==> src/rtl/vga_pkg.sv <==
// VGA 640x480@60 timing constants and colour-bar palette for pattern_display.
package vga_pkg;

    localparam int unsigned CNT_W        = 10;

    localparam int unsigned VGA_CLK_DIV  = 5;
    localparam int unsigned VGA_H_ACTIVE = 640;
    localparam int unsigned VGA_H_FP     = 16;
    localparam int unsigned VGA_H_SW     = 96;
    localparam int unsigned VGA_H_BP     = 48;
    localparam int unsigned VGA_H_TOTAL  = VGA_H_ACTIVE + VGA_H_FP + VGA_H_SW + VGA_H_BP;
    localparam int unsigned VGA_HS_START = VGA_H_ACTIVE + VGA_H_FP;
    localparam int unsigned VGA_HS_END   = VGA_HS_START + VGA_H_SW - 1;

    localparam int unsigned VGA_V_ACTIVE = 480;
    localparam int unsigned VGA_V_FP     = 10;
    localparam int unsigned VGA_V_SW     = 2;
    localparam int unsigned VGA_V_BP     = 33;
    localparam int unsigned VGA_V_TOTAL  = VGA_V_ACTIVE + VGA_V_FP + VGA_V_SW + VGA_V_BP;
    localparam int unsigned VGA_VS_START = VGA_V_ACTIVE + VGA_V_FP;
    localparam int unsigned VGA_VS_END   = VGA_VS_START + VGA_V_SW - 1;

    localparam int unsigned N_BARS    = 8;
    localparam int unsigned BAR_IDX_W = 3;

    typedef struct packed {
        logic [7:0] r;
        logic [7:0] g;
        logic [7:0] b;
    } rgb_t;

    localparam rgb_t RGB_WHITE = rgb_t'(24'hFFFFFF);
    localparam rgb_t RGB_BLACK = rgb_t'(24'h000000);

    // Bars left to right
    localparam rgb_t BAR_COLORS [N_BARS] = '{
        rgb_t'(24'hFFFFFF),
        rgb_t'(24'hFFFF00),
        rgb_t'(24'h00FFFF),
        rgb_t'(24'h00FF00),
        rgb_t'(24'hFF00FF),
        rgb_t'(24'hFF0000),
        rgb_t'(24'h0000FF),
        rgb_t'(24'h000000)
    };

endpackage

==> src/rtl/pattern_display_if.sv <==
// Video output bundle of pattern_display: pixel enable, counters, syncs and colour.
interface pattern_display_if;
    import vga_pkg::*;

    logic             PCK;
    logic [CNT_W-1:0] HCNT;
    logic [CNT_W-1:0] VCNT;
    logic             VGA_HSYNC;
    logic             VGA_VSYNC;
    logic             VGA_DISPLAY_EN;
    logic [7:0]       VGA_R;
    logic [7:0]       VGA_G;
    logic [7:0]       VGA_B;

    modport master (
        output PCK, HCNT, VCNT, VGA_HSYNC, VGA_VSYNC, VGA_DISPLAY_EN,
        output VGA_R, VGA_G, VGA_B
    );

    modport slave (
        input PCK, HCNT, VCNT, VGA_HSYNC, VGA_VSYNC, VGA_DISPLAY_EN,
        input VGA_R, VGA_G, VGA_B
    );

endinterface

==> src/rtl/pattern_display_syncgen.sv <==
// syncgen: horizontal/vertical counters advanced on the pixel enable, plus
// registered sync and display-enable decode (one pixel behind the counters).
module syncgen
    import vga_pkg::*;
#(
    parameter int unsigned H_ACTIVE = VGA_H_ACTIVE,
    parameter int unsigned H_FP     = VGA_H_FP,
    parameter int unsigned H_SW     = VGA_H_SW,
    parameter int unsigned H_BP     = VGA_H_BP,
    parameter int unsigned V_ACTIVE = VGA_V_ACTIVE,
    parameter int unsigned V_FP     = VGA_V_FP,
    parameter int unsigned V_SW     = VGA_V_SW,
    parameter int unsigned V_BP     = VGA_V_BP
) (
    input  logic             i_clk,
    input  logic             i_rst_n,
    input  logic             i_pck,
    output logic [CNT_W-1:0] o_hcnt,
    output logic [CNT_W-1:0] o_vcnt,
    output logic             o_hsync,
    output logic             o_vsync,
    output logic             o_de
);

    localparam int unsigned H_TOTAL  = H_ACTIVE + H_FP + H_SW + H_BP;
    localparam int unsigned V_TOTAL  = V_ACTIVE + V_FP + V_SW + V_BP;
    localparam int unsigned HS_START = H_ACTIVE + H_FP;
    localparam int unsigned HS_END   = HS_START + H_SW - 1;
    localparam int unsigned VS_START = V_ACTIVE + V_FP;
    localparam int unsigned VS_END   = VS_START + V_SW - 1;

    localparam logic [CNT_W-1:0] H_LAST_C  = CNT_W'(H_TOTAL - 1);
    localparam logic [CNT_W-1:0] V_LAST_C  = CNT_W'(V_TOTAL - 1);
    localparam logic [CNT_W-1:0] H_ACT_C   = CNT_W'(H_ACTIVE);
    localparam logic [CNT_W-1:0] V_ACT_C   = CNT_W'(V_ACTIVE);
    localparam logic [CNT_W-1:0] HS_BEG_C  = CNT_W'(HS_START);
    localparam logic [CNT_W-1:0] HS_END_C  = CNT_W'(HS_END);
    localparam logic [CNT_W-1:0] VS_BEG_C  = CNT_W'(VS_START);
    localparam logic [CNT_W-1:0] VS_END_C  = CNT_W'(VS_END);

    logic [CNT_W-1:0] r_hcnt;
    logic [CNT_W-1:0] r_vcnt;
    logic             r_hsync;
    logic             r_vsync;
    logic             r_de;
    logic             w_hwrap;
    logic             w_vwrap;

    assign w_hwrap = (r_hcnt == H_LAST_C);
    assign w_vwrap = (r_vcnt == V_LAST_C);

    // Raster position; the line counter steps only on the pixel that ends a line
    always_ff @(posedge i_clk or negedge i_rst_n) begin
        if (!i_rst_n) begin
            r_hcnt <= '0;
            r_vcnt <= '0;
        end else if (i_pck) begin
            if (w_hwrap) begin
                r_hcnt <= '0;
                r_vcnt <= w_vwrap ? '0 : r_vcnt + CNT_W'(1);
            end else begin
                r_hcnt <= r_hcnt + CNT_W'(1);
            end
        end
    end

    // Decode from the pre-increment counters, hence the one-pixel lag
    always_ff @(posedge i_clk or negedge i_rst_n) begin
        if (!i_rst_n) begin
            r_hsync <= 1'b1;
            r_vsync <= 1'b1;
            r_de    <= 1'b0;
        end else if (i_pck) begin
            r_hsync <= !((r_hcnt >= HS_BEG_C) && (r_hcnt <= HS_END_C));
            r_vsync <= !((r_vcnt >= VS_BEG_C) && (r_vcnt <= VS_END_C));
            r_de    <= (r_hcnt < H_ACT_C) && (r_vcnt < V_ACT_C);
        end
    end

    assign o_hcnt  = r_hcnt;
    assign o_vcnt  = r_vcnt;
    assign o_hsync = r_hsync;
    assign o_vsync = r_vsync;
    assign o_de    = r_de;

endmodule

==> src/rtl/pattern_display.sv <==
// pattern_display: single-clock VGA colour-bar generator (pixel rate as a clock enable).
// Optional build macro PTN_BORDER_EN draws a one-pixel white frame around the active area.
module pattern_display
    import vga_pkg::*;
#(
    parameter int unsigned CLK_DIV  = VGA_CLK_DIV,
    parameter int unsigned H_ACTIVE = VGA_H_ACTIVE,
    parameter int unsigned H_FP     = VGA_H_FP,
    parameter int unsigned H_SW     = VGA_H_SW,
    parameter int unsigned H_BP     = VGA_H_BP,
    parameter int unsigned V_ACTIVE = VGA_V_ACTIVE,
    parameter int unsigned V_FP     = VGA_V_FP,
    parameter int unsigned V_SW     = VGA_V_SW,
    parameter int unsigned V_BP     = VGA_V_BP
) (
    input  logic                SYSCLK,
    input  logic                RST,
    pattern_display_if.master   vga
);

    localparam int unsigned DIV_W = (CLK_DIV > 2) ? $clog2(CLK_DIV) : 1;

    localparam logic [DIV_W-1:0] DIV_LAST_C = DIV_W'(CLK_DIV - 1);
    localparam logic [DIV_W-1:0] DIV_PRE_C  = DIV_W'(CLK_DIV - 2);
    localparam logic [CNT_W-1:0] H_ACT_C    = CNT_W'(H_ACTIVE);
    localparam logic [CNT_W-1:0] V_ACT_C    = CNT_W'(V_ACTIVE);
    localparam logic [CNT_W-1:0] BAR_W_C    = CNT_W'(H_ACTIVE / N_BARS);

    logic [DIV_W-1:0]     r_div;
    logic                 r_pck;
    rgb_t                 r_rgb;
    logic [CNT_W-1:0]     w_hcnt;
    logic [CNT_W-1:0]     w_vcnt;
    logic                 w_hsync;
    logic                 w_vsync;
    logic                 w_de;
    logic                 w_active;
    logic [BAR_IDX_W-1:0] w_bar_idx;
    rgb_t                 w_pix;

    // Pixel enable registered one count early so it is high exactly while r_div is at its last value
    always_ff @(posedge SYSCLK or negedge RST) begin
        if (!RST) begin
            r_div <= '0;
            r_pck <= 1'b0;
        end else begin
            r_div <= (r_div == DIV_LAST_C) ? '0 : r_div + DIV_W'(1);
            r_pck <= (r_div == DIV_PRE_C);
        end
    end

    syncgen #(
        .H_ACTIVE (H_ACTIVE),
        .H_FP     (H_FP),
        .H_SW     (H_SW),
        .H_BP     (H_BP),
        .V_ACTIVE (V_ACTIVE),
        .V_FP     (V_FP),
        .V_SW     (V_SW),
        .V_BP     (V_BP)
    ) u_syncgen (
        .i_clk   (SYSCLK),
        .i_rst_n (RST),
        .i_pck   (r_pck),
        .o_hcnt  (w_hcnt),
        .o_vcnt  (w_vcnt),
        .o_hsync (w_hsync),
        .o_vsync (w_vsync),
        .o_de    (w_de)
    );

    assign w_active  = (w_hcnt < H_ACT_C) && (w_vcnt < V_ACT_C);
    assign w_bar_idx = BAR_IDX_W'(w_hcnt / BAR_W_C);

    always_comb begin
        w_pix = BAR_COLORS[w_bar_idx];
`ifdef PTN_BORDER_EN
        if ((w_hcnt == '0) || (w_hcnt == H_ACT_C - CNT_W'(1)) ||
            (w_vcnt == '0) || (w_vcnt == V_ACT_C - CNT_W'(1))) begin
            w_pix = RGB_WHITE;
        end
`endif
    end

    // Colour sampled from the same counters as the enable so both share the one-pixel lag
    always_ff @(posedge SYSCLK or negedge RST) begin
        if (!RST) begin
            r_rgb <= RGB_BLACK;
        end else if (r_pck) begin
            r_rgb <= w_active ? w_pix : RGB_BLACK;
        end
    end

    assign vga.PCK            = r_pck;
    assign vga.HCNT           = w_hcnt;
    assign vga.VCNT           = w_vcnt;
    assign vga.VGA_HSYNC      = w_hsync;
    assign vga.VGA_VSYNC      = w_vsync;
    assign vga.VGA_DISPLAY_EN = w_de;
    assign vga.VGA_R          = r_rgb.r;
    assign vga.VGA_G          = r_rgb.g;
    assign vga.VGA_B          = r_rgb.b;

endmodule

==> src/flat_wrapper.sv <==
// flat-port wrapper written by rule: the top's interface ports become plain ports
module pattern_display_flat import vga_pkg::*;
#(
    parameter int unsigned CLK_DIV  = VGA_CLK_DIV,
    parameter int unsigned H_ACTIVE = VGA_H_ACTIVE,
    parameter int unsigned H_FP     = VGA_H_FP,
    parameter int unsigned H_SW     = VGA_H_SW,
    parameter int unsigned H_BP     = VGA_H_BP,
    parameter int unsigned V_ACTIVE = VGA_V_ACTIVE,
    parameter int unsigned V_FP     = VGA_V_FP,
    parameter int unsigned V_SW     = VGA_V_SW,
    parameter int unsigned V_BP     = VGA_V_BP
)
  (SYSCLK, RST, vga_PCK, vga_HCNT, vga_VCNT, vga_VGA_HSYNC, vga_VGA_VSYNC, vga_VGA_DISPLAY_EN, vga_VGA_R, vga_VGA_G, vga_VGA_B);
  pattern_display_if vga_i ();
  input  logic SYSCLK;
  input  logic RST;
  output wire logic [$bits(vga_i.PCK)-1:0] vga_PCK;
  output wire logic [$bits(vga_i.HCNT)-1:0] vga_HCNT;
  output wire logic [$bits(vga_i.VCNT)-1:0] vga_VCNT;
  output wire logic [$bits(vga_i.VGA_HSYNC)-1:0] vga_VGA_HSYNC;
  output wire logic [$bits(vga_i.VGA_VSYNC)-1:0] vga_VGA_VSYNC;
  output wire logic [$bits(vga_i.VGA_DISPLAY_EN)-1:0] vga_VGA_DISPLAY_EN;
  output wire logic [$bits(vga_i.VGA_R)-1:0] vga_VGA_R;
  output wire logic [$bits(vga_i.VGA_G)-1:0] vga_VGA_G;
  output wire logic [$bits(vga_i.VGA_B)-1:0] vga_VGA_B;
  assign vga_PCK = vga_i.PCK;
  assign vga_HCNT = vga_i.HCNT;
  assign vga_VCNT = vga_i.VCNT;
  assign vga_VGA_HSYNC = vga_i.VGA_HSYNC;
  assign vga_VGA_VSYNC = vga_i.VGA_VSYNC;
  assign vga_VGA_DISPLAY_EN = vga_i.VGA_DISPLAY_EN;
  assign vga_VGA_R = vga_i.VGA_R;
  assign vga_VGA_G = vga_i.VGA_G;
  assign vga_VGA_B = vga_i.VGA_B;
  pattern_display #(.CLK_DIV(CLK_DIV), .H_ACTIVE(H_ACTIVE), .H_FP(H_FP), .H_SW(H_SW), .H_BP(H_BP), .V_ACTIVE(V_ACTIVE), .V_FP(V_FP), .V_SW(V_SW), .V_BP(V_BP)) u_core (.SYSCLK(SYSCLK), .RST(RST), .vga(vga_i));
endmodule
==> config.mk <==
export PLATFORM = sky130hd
export DESIGN_NAME = pattern_display_flat
export DESIGN_NICKNAME = d
export VERILOG_FILES = /design/src/rtl/vga_pkg.sv /design/src/rtl/pattern_display_if.sv /design/src/rtl/pattern_display_syncgen.sv /design/src/rtl/pattern_display.sv /design/src/flat_wrapper.sv
export SDC_FILE = /design/constraint.sdc
export NUM_CORES = 1
export LEC_CHECK = 0
export ABC_AREA = 1
export CAP_MARGIN = 25
export CELL_PAD_IN_SITES_DETAIL_PLACEMENT = 1
export CELL_PAD_IN_SITES_GLOBAL_PLACEMENT = 1
export CORE_MARGIN = 2
export CORE_UTILIZATION = 39
export DETAILED_ROUTE_END_ITERATION = 10
export GPL_TIMING_DRIVEN = 0
export MAX_ROUTING_LAYER = met4
export PLACE_DENSITY_LB_ADDON = 0.05
export SLEW_MARGIN = 20
export SYNTH_ARGS = -nofsm -noshare
export SYNTH_HDL_FRONTEND = slang
export SYNTH_HIERARCHICAL = 1
export SYNTH_SLANG_ARGS = --single-unit
==> constraint.sdc <==
create_clock -name SYSCLK -period 3.6 [get_ports SYSCLK]
set_input_delay 0.72 -clock SYSCLK [delete_from_list [all_inputs] [get_ports SYSCLK]]
set_output_delay 0.72 -clock SYSCLK [all_outputs]
set_load 0.02 [all_outputs]
==> impl_results.md <==
- Status: complete, no violations
- Reg clk slew, reported paths: 0.07 ns
- Endpoints failing setup: 0
- Worst slew pin tran: 0.663 ns
- Max clock buf depth: 2
- Detailed Routing Iterations Pass 1: 4
- TritonCTS buffer count: 5
- Max Slew Vio Count: 0
- WL/cell: 13.1 um
- Die Height: 78.3 um
- Max_cap viols: 0
- Hold buffers post-CTS: 0
- VDD IR-drop max: 0.173 mV
- P per Cell Area: 244 mW/mm2
- Initial Util: 39.8%
- Mean cell area of the mapped netlist: 7.89 um2
- # rows: 27
- Syn-to-layout area delta: 32.0%
- Post-route clock period utilization: 62.8%
- Hold_ws: 0.452 ns
- Mapped cell area: 0.00215 mm2
- CTS root buf: clkbuf_8
- H-tree depth reported by CTS: 2
- Pin count of the biggest net entering global routing: 31
- Share of layout cells above drive strength 1: 23.9%
- Remaining global-route overflow: 0
- Core area: 0.00541 mm2
- Total die area: 0.00613 mm2
- Leak Pwr: 1.37 nW
- # IOs: 50
- Syn_nets: 283
- First-pass GRT wire length: 8.99 mm
- Via/cell ratio: 4.78
- Number of buffers added on ports: 49
- Area of the multi-input gates: 0.00105 mm2
- Routability cong.: 0.774
- Tmin final: 2.26 ns
- Synth top area share: 32.5%
- Tightest Hold Check Type: input port to async pin
- Vias in the first global route: 1926
- Unrepaired setup endpoints after global routing: no
- Leading area contributor after synthesis: dfrtp_1
- CTS tree: yes
- Cell count after synthesis: 273
- CTS resizes: 0
- Fmax: 442 MHz
- FF+latch count, synth: 30
- DR vias: 1920
- Max Fanout on Critical Path: 9
- Worst Clk Skew: 0.0120 ns
- Most area-consuming cells after synthesis: dfrtp_1 33%, nand2_1 9.1%, buf_4 8.0%
- Seq/Total Area, Yosys: 35.0%
- Critical path class: flip-flop to output port
- Endpoints failing hold: 0
- Detailed Route WL: 5.25 mm
- Diodes inserted: 0
- Commonest non-fill, non-tap cell in the layout: nand2_1
- Initial antenna violation count: 0
- Most frequent cells in the layout: 52 x nand2_1, 48 x clkdlybuf4s50_1, 30 x inv_1, 28 x dfrtp_1, 25 x nor2_1
- Seq. cell area: 753 um2
- Crit path DAT: 1.54 ns
- GR Util All Layers: 19.1%
- Final-layout fill cell count: 685
- Type of origin of the critical path: flip-flop
- CTS sink cnt: 30
- # DRC: 0
- Fin nets: 339
- DRT iter0 DRCs: 41
- Die Width: 78.3 um
- Synthesis Warnings: 6
- Worst skew pair latency: 0.29 ns
- Crit path capture type: output port
- Setup Buffers After CTS: 0
- Synth cell types: 33
- Setup TNS: 0 ns
- Critical path required time: 2.88 ns
- Final ANT Viol Nets: 0
- DPL Wire Length: 4.09 mm
- Slew margin rel.: 55.8%
[power breakdown]
part | total (W) | switching [W] | leakage, nW | internal (W)
registers | 0.000337 | 0 | 0.373 | 0.000337
clock network | 0.000349 | 0.000143 | 0.0504 | 0.000206
logic | 0.00000664 | 0.00000625 | 0.946 | 0.000000389
total | 0.000692 | 0.000149 | 1.37 | 0.000543
[through the flow]
stage / worst slack [ns] / cell area, um2 / utilization (%) / power (W) / cells
detailed placement: 1.63 / 2730 / 50.5 / 0.000351 / 394
CTS: 1.32 / 2840 / 52.6 / 0.000706 / 402
finish: 1.34 / 2840 / 52.6 / 0.000692 / 402
global route: 1.26 / 2840 / 52.6 / 0.000717 / 402
global placement: 1.20 / 2730 / 50.6 / 0.000352 / 394
floorplan: 2.11 / 2150 / - / 0.000343 / 273
[cells in the mapped netlist]
master,count
buf_2,2
buf_6,1
nor3_1,1
nand3_1,20
dfstp_2,2
nor2_4,1
o211ai_1,1
nor2_2,2
nand4_1,12
a31oi_1,1
bufinv_8,1
dfrtp_1,28
nand2_4,5
nand2_2,12
nor2_8,1
nand3_2,5
xor2_1,6
inv_2,5
nand2_1,52
o21ai_1,4
nor3_2,2
o21ai_0,5
inv_1,30
inv_4,1
nand3_4,1
or2_2,3
a21oi_1,6
buf_4,23
nand3b_1,2
xnor2_1,2
ha_1,8
o21ai_2,3
nor2_1,25
[final timing paths]
check,from,slack (ns),depth (start not counted),endpoint
worst min register to register,u_core/r_div[0],0.46,1,u_core/r_div[0]
max in group asynchronous,RST,2.71,1,u_core/u_syncgen/o_vcnt[6]
min in group SYSCLK,u_core/r_div[0],0.46,1,u_core/r_div[0]
worst max-delay path,u_core/vga.VGA_G[6],1.34,2,vga_VGA_G[4]
worst min-delay path,RST,0.45,1,u_core/u_syncgen/o_hcnt[9]
worst max register to register,u_core/u_syncgen/o_hcnt[9],1.98,13,u_core/vga.VGA_B[6]
[sequential cells by signal, indices dropped and copies added (netlist names)]
| name | flops |
|---|---|
| u_core/vga.PCK | 1 |
| u_core/u_syncgen/o_vsync | 1 |
| u_core/u_syncgen/o_hcnt | 10 |
| u_core/r_div | 3 |
| u_core/vga.VGA_R | 1 |
| u_core/u_syncgen/o_hsync | 1 |
| u_core/vga.VGA_B | 1 |
| u_core/u_syncgen/o_vcnt | 10 |
| u_core/vga.VGA_G | 1 |
| u_core/u_syncgen/o_de | 1 |
[area by class of cell]
cell class,count,area share (%)
clock buffer,5,2.42
multi-input combinational,180,37.0
timing repair buffer,49,17.1
tap,72,3.17
clock inverter,3,1.58
inverter,37,5.46
sequential,30,26.5
buffer,26,6.82
[critical path, cell delays in order (launching register included)]
cell and delay, ns:
dfrtp_1 0.50, buf_4 0.16, clkdlybuf4s50_1 0.60
[layer usage]
| layer | up-vias | track usage [%] | part of all wire, % |
|---|---|---|---|
| met1 | 924 | 24.1 | 47 |
| met3 | 7 | 3.79 | 3.2 |
| met4 | 0 | 6.32 | 1.5 |
| met5 | - | - | 0 |
| li1 | 957 | - | - |
| met2 | 32 | 31.0 | 49 |
[kinds of logic after synthesis]
family	count (synthesis)	synth area share, %
flops	30	35.0
buf+inv	63	16.2
xor+xnor	8	3.25
compound gates	20	5.35
fa+ha+maj	8	4.65
simple gates	144	35.6
(Power assumes the default switching activity.)
==> RTL edit 1 (config.mk and constraints unchanged) <==
Build with the macro `PTN_BORDER_EN` defined.
--- a/src/rtl/pattern_display.sv
+++ b/src/rtl/pattern_display.sv
@@ -1,5 +1,7 @@
 // pattern_display: single-clock VGA colour-bar generator (pixel rate as a clock enable).
 // Optional build macro PTN_BORDER_EN draws a one-pixel white frame around the active area.
+`define PTN_BORDER_EN
+
 module pattern_display
     import vga_pkg::*;
 #(
Formal check against the unedited RTL: same outputs for any inputs over 10 cycles, from zero or initial values and one cycle with RST low; that may be too few to reach the edited logic, so the function may still have changed.
==> RTL edit 1 against the unedited design <==
  * Worst setup slack got worse by 0.023 ns
  * Routed wire length rose by 11%
  * Hold slack got worse by 0.080 ns
  * Largest power group is now registers
  * Clock skew barely moved
  * Critical path depth fell by 1
  * Die area rose by 1.4%
  * Synthesized cell count rose by 7.3%
  * Sequential power barely moved
  * Via count rose by 8.3%
  * Count of clock-buffer cells in the layout did not move
  * Sequential cell count did not move
  * Total power fell by 8.8%
  * Area after synthesis rose by 1.5%
  * Critical endpoint is now vga_HCNT[9]
  * Design area rose by 1.0%
==> RTL edit 1: results (changes against the unedited design) <==
Syn Nets 303 (+7.1%); first-pass GRT wire length 9825 µm (+9.3%); Netlist cell types 35 (+6.1%); outcome complete, no violations; top cells by area, synth dfrtp_1 32%, nand2_1 11%, buf_4 7.9%; Final Skew 0.01218 ns (+0.0001979 ns); leakage power 0.001343 µW (-1.9%); net switching share of the total power 0.2478 (+0.03219); First DRT Iteration DRCs 35 (-15%); fraction of layout cells with a size suffix above 1 0.2051 (-0.03427); hpwl dp 4371 µm (+6.7%); Slowest Stage Delay on Critical Path 0.68 ns (+0.08 ns); Placer Congestion 0.8067 (+4.2%); DR vias/cell 4.915 (+2.9%); post-synthesis sequential area ratio 0.3446 (-0.005206); Worst Path Max Fanout 11 (+2); total net switching power 156.5 µW (+4.9%); vias in the first global route 2041 (+6.0%); Final #Nets 360 (+6.2%); Gate power share 0.016 (+0.006); worst setup path endpoint vga_HCNT[9]; Clock power frac 0.451 (-0.053); WL final 5828 µm (+11%); peak supply drop 0.0001353 V (-22%); Slew @ Worst Pin 0.5008 ns (-0.1623 ns); fillers 711 (+3.8%)
==> RTL edit 1: cell types whose count changed in the layout (fill, tap and decap cells not counted), moves of 3 or more <==
cell and change:
nand2_4 -4, nand2_2 -3, nor2_1 +5, a21oi_1 +3, nand2_1 +13
==> RTL edit 1: through the flow <==
step	std cells	setup WS [ns]	cell area [µm²]	utilization	hold WS, ns
after floorplan	293	1.962	2186	-	0.4244
after global routing	423	1.263	2872	0.5247	0.3830
after CTS	423	1.311	2872	0.5247	0.3737
after global placement	414	1.159	2766	0.5055	0.4495
after detailed placement	415	1.627	2781	0.5082	0.4606
final	423	1.316	2872	0.5247	0.3720
==> RTL edit 1: logic make-up (layout without fill, tap and decap cells) <==
logic type | count (synthesis) | after routing | synth area share
adder cells (fa/ha/maj) | 8 | 8 | 0.04579
flip-flops | 30 | 30 | 0.3446
XOR/XNOR | 7 | 7 | 0.02805
buffers and inverters | 64 | 122 | 0.1551
AO/OA/AOI/OAI | 25 | 25 | 0.06755
AND/OR/NAND/NOR | 159 | 159 | 0.3589
==> RTL edit 1: final cells by class <==
cell class,count,area [µm²],share of cell area
multi-input cells,199,1094,0.3808
repair buffers,50,505.5,0.1760
plain buffers,26,193.9,0.06754
clock buffers,5,68.82,0.02397
inverters,38,145.1,0.05054
well taps,72,90.09,0.03137
flip-flops and latches,30,753.2,0.2623
clock inverters,3,21.27,0.007407
==> RTL edit 1: routing by layer <==
| metal | vias to the layer above | share of wire | track usage |
|---|---|---|---|
| li1 | 1036 | - | - |
| met1 | 1000 | 0.47 | 0.2585 |
| met2 | 38 | 0.48 | 0.3479 |
| met3 | 5 | 0.031 | 0.03750 |
| met4 | 0 | 0.014 | 0.06207 |
| met5 | - | 0 | - |
==> RTL edit 2 (same flow settings) <==
Without the edit above. Reset style: synchronous (`RST` and `i_rst_n`), changed in 4 clocked blocks.
--- a/src/rtl/pattern_display_syncgen.sv
+++ b/src/rtl/pattern_display_syncgen.sv
@@ -50,7 +50,7 @@
     assign w_vwrap = (r_vcnt == V_LAST_C);
 
     // Raster position; the line counter steps only on the pixel that ends a line
-    always_ff @(posedge i_clk or negedge i_rst_n) begin
+    always_ff @(posedge i_clk) begin
         if (!i_rst_n) begin
             r_hcnt <= '0;
             r_vcnt <= '0;
@@ -65,7 +65,7 @@
     end
 
     // Decode from the pre-increment counters, hence the one-pixel lag
-    always_ff @(posedge i_clk or negedge i_rst_n) begin
+    always_ff @(posedge i_clk) begin
         if (!i_rst_n) begin
             r_hsync <= 1'b1;
             r_vsync <= 1'b1;
--- a/src/rtl/pattern_display.sv
+++ b/src/rtl/pattern_display.sv
@@ -39,7 +39,7 @@
     rgb_t                 w_pix;
 
     // Pixel enable registered one count early so it is high exactly while r_div is at its last value
-    always_ff @(posedge SYSCLK or negedge RST) begin
+    always_ff @(posedge SYSCLK) begin
         if (!RST) begin
             r_div <= '0;
             r_pck <= 1'b0;
@@ -83,7 +83,7 @@
     end
 
     // Colour sampled from the same counters as the enable so both share the one-pixel lag
-    always_ff @(posedge SYSCLK or negedge RST) begin
+    always_ff @(posedge SYSCLK) begin
         if (!RST) begin
             r_rgb <= RGB_BLACK;
         end else if (r_pck) begin
Function: differs if RST is asserted again (counterexample within 10 cycles, from zero or initial values and one cycle with RST low); with RST held inactive, the same outputs for 10 cycles.
==> RTL edit 2 against the unedited design <==
  * Area after synthesis down 9.5%
  * Sequential cell count unchanged
  * Synthesized cell count is 8.4% higher
  * Routed wire length is essentially flat
  * Design area fell by 7.9%
  * Worst setup slack lost 0.0068 ns
Power is not compared: it rests on default switching activity, and its combinational part moved more than twofold at a synthesized area within 25%.
==> RTL edit 2: results (changes against the unedited design) <==
fraction of layout cells with a size suffix above 1 0.1530 (-0.08642); CTS HTree Levels 2 (unchanged); post-placement worst setup slack 1.559 ns (-0.07527 ns); first-pass GRT wire length 8673 µm (-3.5%); top cells by area, synth dfxtp_1 31%, nand2_1 13%, nor2_1 8.3%; antenna violations before repair 0 (unchanged); first-pass detailed-route iteration total 4 (unchanged); drt drc 0 (unchanged); HP Class reg -> reg; Syn. warnings 6 (unchanged); top cells by count, synth 68 x nand2_1, 43 x nor2_1, 37 x inv_1; Slowest Stage Delay on Critical Path 0.61 ns; clk_lat worst skew 0.29 ns (about the same); vias in the first global route 1897 (-1.5%); Avg WL per Cell 12.49 µm (-4.4%); placed cell count 412 (+4.6%); DR vias/cell 4.798 (+0.45%); Root Buffer clkbuf_8; # resized after CTS 0 (unchanged); WL final 5247 µm (about the same); largest net degree at the start of global routing 11 (-65%); Syn Nets 306 (+8.1%); Clock Pin Slew Worst Setup and Hold Paths 0.07 ns (about the same); hpwl dp 4080 µm (-0.35%); Ant. Diodes 0 (unchanged); fillers 653 (-4.7%); Netlist cell types 25 (-24%); Final Skew 0.01156 ns (-0.0004254 ns); Mapped Cells 296 (+8.4%); Placer Congestion 0.7888 (+1.9%); GRT Util Overall 0.2072 (+0.01571); Final #Nets 362 (+6.8%); outcome complete, no violations; Slew @ Worst Pin 0.4546 ns (-0.2084 ns); CTS buffer count 5 (unchanged); Synth area leader dfxtp_1; share of flip-flops with an asynchronous set or reset 0 (-1.000); DP Area 2524 µm² (-7.5%); post-route core utilization 0.5472 (+0.02126); First DRT Iteration DRCs 70 (+71%); post-synthesis sequential area ratio 0.3081 (-0.04171); postcts setup bufs 0 (unchanged)
[RTL edit 2: cell types whose count changed after synthesis, moves of 5 or more]
cell     delta
dfrtp_1    -28
nand2_2     -5
dfxtp_1    +30
nand2_1    +16
inv_1       +7
a21oi_1     +8
nand3_2     -5
nor2_1     +18
xor2_1      -5
[RTL edit 2: final cells by class]
class	instances	area share
Multi-Input combinational cell	202	0.3932
Tap cell	67	0.03201
Clock buffer	6	0.03153
Clock inverter	2	0.004778
Inverter	43	0.06163
Buffer	21	0.06020
Timing Repair Buffer	49	0.1873
Sequential cell	30	0.2293
[RTL edit 2: worst reg2reg max path, cell delays in order (launching register included)]
cell	delay, ns
dfxtp_1	0.47
inv_2	0.12
nand2_1	0.12
nand3_1	0.14
nand2_2	0.11
nand2_1	0.06
nand2_1	0.07
nand2_1	0.06
nand2_2	0.07
inv_2	0.04
nand2_2	0.06
nand2_1	0.05
nand2_1	0.05
nand2_1	0.05
nand2_1	0.07
a21oi_2	0.05
[RTL edit 2: path summary, 6_finish.rpt]
check	startpoint	end	slack, ns	depth (start not counted)
worst max register to register	u_core/u_syncgen/o_hcnt[7]$_SDFFE_PN0P_	u_core/vga.VGA_B[6]$_SDFFE_PN0P_	1.92	15
worst min-delay path	u_core/r_div[0]$_SDFF_PP0_	u_core/r_div[0]$_SDFF_PP0_	0.45	1
worst max-delay path	u_core/vga.VGA_B[6]$_SDFFE_PN0P_	vga_VGA_B[1]	1.33	2
worst min register to register	u_core/r_div[0]$_SDFF_PP0_	u_core/r_div[0]$_SDFF_PP0_	0.45	1
[RTL edit 2: power groups by stage]
stage          logic [µW]  clock network [µW]  registers (µW)
2_1_floorplan        48.4                   0             359
3_3_place_gp         86.4                   0             355
3_5_place_dp         89.9                   0             356
4_1_cts              90.1                 299             348
5_1_grt              96.8                 319             349
6_report             88.8                 288             348
[RTL edit 2: routing by layer]
metal	vias to the layer above	wire length, µm	GRT usage
li1	1027	-	-
met1	936	2338	0.2535
met2	48	2631	0.3520
met3	4	238	0.03748
met4	0	39	0.05357
met5	-	0	-
[RTL edit 2: logic make-up after synthesis]
logic type	Yosys count	synth area share
AND/OR/NAND/NOR	164	0.3813
buffers and inverters	64	0.1637
flip-flops	30	0.3081
AO/OA/AOI/OAI	29	0.09115
adder cells (fa/ha/maj)	8	0.05135
XOR/XNOR	1	0.004494
